## src/rtl/enc_secded_encoder_32bit.sv

```systemverilog
// Two-stage pipelined extended-Hamming (32,26) SECDED encoder with valid/ready on both sides.
// Optional error injection on the output stage is enabled by defining ENC_ERR_INJECT_EN.
module enc_secded_encoder_32bit #(
  parameter int CNT_W = 16
) (
  input  logic             clk,
  input  logic             rst_n,
  input  logic             in_valid,
  output logic             in_ready,
  input  logic [25:0]      data_in,
  output logic             out_valid,
  input  logic             out_ready,
  output logic [31:0]      codeword_out,
  output logic [CNT_W-1:0] cw_count
`ifdef ENC_ERR_INJECT_EN
  ,
  input  logic             inj_en,
  input  logic [31:0]      inj_mask
`endif
);

  logic             adv;
  logic             s1_v;
  logic             s2_v;
  logic [25:0]      s1_data;
  logic [4:0]       s1_par;
  logic [31:0]      s1_word;
  logic [31:0]      s2_word;
  logic [31:0]      inj_xor;

  // Data occupies every non-power-of-two position from 3 to 31, ascending.
  function automatic logic [31:0] place_data(input logic [25:0] d);
    return {d[25:11], 1'b0, d[10:4], 1'b0, d[3:1], 1'b0, d[0], 3'b000};
  endfunction

  // Bit j covers every position whose index has bit j set.
  function automatic logic [4:0] hamming_parity(input logic [31:0] w);
    return {^(w & 32'hFFFF_0000), ^(w & 32'hFF00_FF00), ^(w & 32'hF0F0_F0F0),
            ^(w & 32'hCCCC_CCCC), ^(w & 32'hAAAA_AAAA)};
  endfunction

  assign adv          = ~s2_v | out_ready;
  assign in_ready     = adv;
  assign out_valid    = s2_v;
  assign codeword_out = s2_word;

`ifdef ENC_ERR_INJECT_EN
  assign inj_xor = inj_en ? inj_mask : 32'h0;
`else
  assign inj_xor = 32'h0;
`endif

  // NOTE: every variable written in always_comb gets a default first so no latch is inferred.
  always_comb begin
    s1_word     = place_data(s1_data);
    s1_word[1]  = s1_par[0];
    s1_word[2]  = s1_par[1];
    s1_word[4]  = s1_par[2];
    s1_word[8]  = s1_par[3];
    s1_word[16] = s1_par[4];
    s1_word[0]  = ^s1_word[31:1];
  end

  // NOTE: sequential state uses non-blocking assignments so all flops update together.
  always_ff @(posedge clk or negedge rst_n) begin
    if (!rst_n) begin
      s1_v    <= 1'b0;
      s2_v    <= 1'b0;
      s1_data <= '0;
      s1_par  <= '0;
      s2_word <= '0;
    end else if (adv) begin
      s1_v <= in_valid;
      s2_v <= s1_v;
      if (in_valid) begin
        s1_data <= data_in;
        s1_par  <= hamming_parity(place_data(data_in));
      end
      // Only real words reach the output register so it holds its last value while idle.
      if (s1_v) s2_word <= s1_word ^ inj_xor;
    end
  end

  always_ff @(posedge clk or negedge rst_n) begin
    if (!rst_n)                     cw_count <= '0;
    else if (out_valid & out_ready) cw_count <= cw_count + CNT_W'(1);
  end

endmodule

```

## config.mk

```make
export PLATFORM = sky130hd
export DESIGN_NAME = enc_secded_encoder_32bit
export DESIGN_NICKNAME = d
export VERILOG_FILES = /design/src/rtl/enc_secded_encoder_32bit.sv
export SDC_FILE = /design/constraint.sdc
export NUM_CORES = 1
export LEC_CHECK = 0
export CAP_MARGIN = 10
export CORE_ASPECT_RATIO = 0.9
export CORE_MARGIN = 3
export CORE_UTILIZATION = 45
export DETAILED_ROUTE_END_ITERATION = 6
export PLACE_DENSITY = 0.72
export SLEW_MARGIN = 20
export SYNTH_ARGS = -nofsm -noshare
export SYNTH_HDL_FRONTEND = slang
export SYNTH_SLANG_ARGS = --single-unit
```

## constraint.sdc

```tcl
create_clock -name clk -period 2.15 [get_ports clk]
set_input_delay 0.3225 -clock clk [delete_from_list [all_inputs] [get_ports clk]]
set_output_delay 0.3225 -clock clk [all_outputs]
set_load 0.02 [all_outputs]
```

---- After elaboration in Yosys (flattened, before gate mapping) ----
Index checks and enable logic that the tools add are counted.
Widths: inputs -> output; s select.
cells by class
  add/sub/neg operators ................... 1
  bitwise logic cells ..................... 3
  reduce and logical (&&, ||, !) cells .... 8
operator list
  kind                   count
  $reduce_xor 32->1      5
  $reduce_xor 31->1      1
  $add 16x1->16 const B  1
  $reduce_and 2->1       2
  $and 1x1->1            1
  $not 1->1              1
  $or 1x1->1             1
word-level totals
  bits in registers ....................... 81
  input port bits ......................... 30
  logic and storage cells ................. 18

---- Logic depth before layout (Yosys ltp) ----
  depth in word-level cells ............... 3
  depth in mapped cells ................... 6
  mapped depth without buffers ............ 6

---- Worst setup path after synthesis ----
Ideal clock, no wire load.
  path kind ............................... flip-flop to flip-flop
  start ................................... register s2_v (netlist: out_valid)
  end ..................................... register s1_data[19]
  setup time .............................. 0.125 ns
  arrival time ............................ 1.615 ns
  required time ........................... 2.025 ns
  setup slack ............................. 0.411 ns
  stages on the path, launching flop included .. 6
  path through ............................ dfrtp_1 > nand2b_1 > clkbuf_1 > nand2_1 > clkbuf_1 > mux2_2
on the way
  word-level cells in the longest chain between the ends .. 3
RTL lines
  what                        RTL line  RTL
  start: declaration          24        logic s2_v;
  start signal: assignment    74        s2_v <= s1_v;
  $not 1->1                   42        assign adv = ~s2_v | out_ready;
  $or 1x1->1                  42
  net in_ready                9         output logic in_ready,
  $reduce_and 2->1 (no line)  -
  end signal: assignment      76        s1_data <= data_in;
  end: declaration            25        logic [25:0] s1_data;
The timed path passes the listed nets, and every way through them passes these cells.
A chain may end at the register's enable or synchronous reset.

---- Final worst setup path ----
  start ................................... input port out_ready
  end ..................................... output port in_ready
on the way
  word-level cells in the longest chain between the ends .. 1
RTL lines
  what                RTL line  RTL
  start: declaration  12        input logic out_ready,
  $or 1x1->1          42
  end: declaration    9
No other way between the ends.

==> flow_metrics.tcl <==
set metrics [dict create \
    hpwl_um 5360 \
    hold_class "reg -> reg" \
    die_area_mm2 0.00948 \
    num_antenna_cells 0 \
    peakVddDrop_v 0.000536 \
    path_common_cell "clkdlybuf4s50_1" \
    place.gp.congestion 0.760 \
    max_freq_mhz 506 \
    cts-htree-levels 3 \
    ys_types 19 \
    fill_cells 603 \
    drive_gt1_frac 0.237 \
    cts_buffer_depth 2 \
    crit_chain "clkdlybuf4s50_1 -> nand2b_1 -> clkdlybuf4s50_1" \
    finalMaxSlewViolations 0 \
    setup.worst_path.start_class "primary input" \
    finalSetupViolCount 0 \
    cap_violations 0 \
    finalWirelength_um 7230 \
    grt_use_total 0.167 \
    rsz0062_at_grt "false" \
    powerDensity_mw_per_mm2 1220 \
    initial_utilization 0.481 \
    syn_to_final_growth_pct 32.2 \
    netlist_instances 274 \
    ys_warn_count 0 \
    firstDrtPassIters 4 \
    clock_sinks 81 \
    numCtsBuffers 9 \
    grt_pass1_wl_um 12200 \
    worst_path_largest_cell_delay_ns 0.64 \
    worst_pin_slew_ns 0.533 \
    wire_per_inst_um 15.4 \
    die-height_um 92.7 \
    drc 0 \
    cp_slowest_cell "clkdlybuf4s50_1" \
    grt_pass1_vias 2427 \
    post-cts-setup-buffers 0 \
    port_buffers 79 \
    die_w_um 102 \
    cts.reportedPaths.clkPinSlew_ns 0.08 \
    cp.arrival_ns 1.65 \
    core.rowCount 30 \
    cp_max_fo 5 \
    syn_area_per_cell_um2 13.7 \
    synth_nets 305 \
    clk_latency_ns 0.35 \
    timing.final.crit_share 0.918 \
    endpoint_kind "output pin" \
    vias 2292 \
    mappedNetlistArea_mm2 0.00375 \
    grt_max_degree 42 \
    fin_cells 471 \
    slew_headroom 0.645 \
    core-area_mm2 0.00781 \
    overflow 0 \
    dr.first_iter.drc_count 53 \
    p_leak_nw 2.05 \
    cts_tree "yes" \
    final_cell_mix "81 x dfrtp_1, 78 x clkdlybuf4s50_1, 74 x xnor2_1, 60 x mux2_2, 14 x nand2_1" \
    finalCoreUtilization 0.636 \
    clock_skew_ns 0.0154 \
    tns_ns 0 \
    pin_count 80 \
    dp.cells 454 \
    status "finished clean" \
    antenna_found_initial 0 \
    layout.nets 401 \
    p_total_mw 6.04 \
    viasPerCell 4.87 \
    finalHoldViolCount 0 \
    root_buffer "clkbuf_8" \
    final_common_cell "dfrtp_1" \
    cp.required_ns 1.83 \
    synth_seq_cells 81 \
    ant_nets 0 \
    crit_type "in -> out" \
    synth_seq_area_share 0.540 \
    fin_crit_ns 1.97 \
]
==> path summary, 6_finish.rpt <==
kind                       slack [ns]  cells after the start         from               to
max reg2reg                      0.40                      5  s1_data[12]  codeword_out[0]
max in group asynchronous        1.05                      3        rst_n        s1_par[0]
min                              0.47                      2         s1_v        out_valid
min in group asynchronous        0.50                      2        rst_n      cw_count[8]
min reg2reg                      0.47                      2         s1_v        out_valid
max                              0.18                      3    out_ready         in_ready
==> cells in the mapped netlist (all sizes together) <==
cell type | number | area [um2]
and3 | 3 | 18.8
xnor2 | 74 | 648
or2 | 1 | 6.26
nand2b | 1 | 6.26
dfrtp | 81 | 2030
nand3 | 7 | 35.0
and2 | 1 | 6.26
xor2 | 8 | 70.1
mux2 | 60 | 676
nand2 | 14 | 52.6
xnor3 | 5 | 113
clkbuf | 2 | 7.51
nand4 | 1 | 6.26
inv | 1 | 3.75
buf | 5 | 25.0
ha | 1 | 12.5
nor3 | 1 | 5.00
o21ai | 5 | 25.0
nor2 | 3 | 11.3
==> timing repair <==
item | 4_1_cts | 5_1_grt
hold buffers | 1 | 0
endpoints found under the hold margin | 40 | 0
gates resized for setup | 0 | 0
==> layout make-up <==
| cell class | count | area, um2 | area share |
|---|---|---|---|
| sequential | 81 | 2030 | 0.408 |
| timing repair buffer | 92 | 926 | 0.186 |
| multi-input combinational | 185 | 1690 | 0.341 |
| clock inverter | 6 | 68.8 | 0.0139 |
| inverter | 1 | 3.75 | 0.000756 |
| tap | 96 | 120 | 0.0242 |
| clock buffer | 10 | 128 | 0.0257 |
==> state kept, by name (all words and copies together) (netlist names) <==
| signal | cells |
|---|---|
| cw_count | 16 |
| s1_data | 26 |
| out_valid | 1 |
| codeword_out | 32 |
| s1_par | 5 |
| s1_v | 1 |
==> layer usage <==
layer  vias to the layer above  global-route usage  part of all wire
met3                         8              0.0497             0.046
li1                       1115                   -                 -
met5                         -                   0                 0
met4                         0              0.0492             0.011
met1                      1113               0.228              0.47
met2                        56               0.258              0.47
==> critical path, delay by kind of cell <==
family / cells / cell delay [ns]
buffers and inverters: 2 / 1.13
and+or+nand+nor: 1 / 0.21
==> per-stage QoR <==
stage / worst slack (ns) / hold slack, ns / cell area [um2]
2_1_floorplan: 0.411 / 0.0269 / 3750
3_3_place_gp: 0.00228 / 0.339 / 4760
3_5_place_dp: -0.0467 / 0.339 / 4760
4_1_cts: 0.170 / 0.476 / 4960
5_1_grt: 0.105 / 0.494 / 4960
6_report: 0.175 / 0.474 / 4960
==> report_power, final <==
| part | leakage (nW) | switching (mW) | internal, mW |
|---|---|---|---|
| Sequential | 0.978 | 0.329 | 1.96 |
| Combinational | 0.975 | 1.09 | 1.57 |
| Clock | 0.0964 | 0.545 | 0.541 |
| Total | 2.05 | 1.97 | 4.08 |
==> logic make-up (layout without fill, tap and decap cells) <==
kind of cell / count (synthesis) / after routing / share of synthesized area
xor+xnor: 87 / 87 / 0.221
flops: 81 / 81 / 0.540
mux: 60 / 60 / 0.180
simple gates: 32 / 32 / 0.0393
buf+inv: 8 / 109 / 0.00966
compound gates: 5 / 5 / 0.00666
fa+ha+maj: 1 / 1 / 0.00333
No activity file was read; power rests on OpenSTA's default activity.
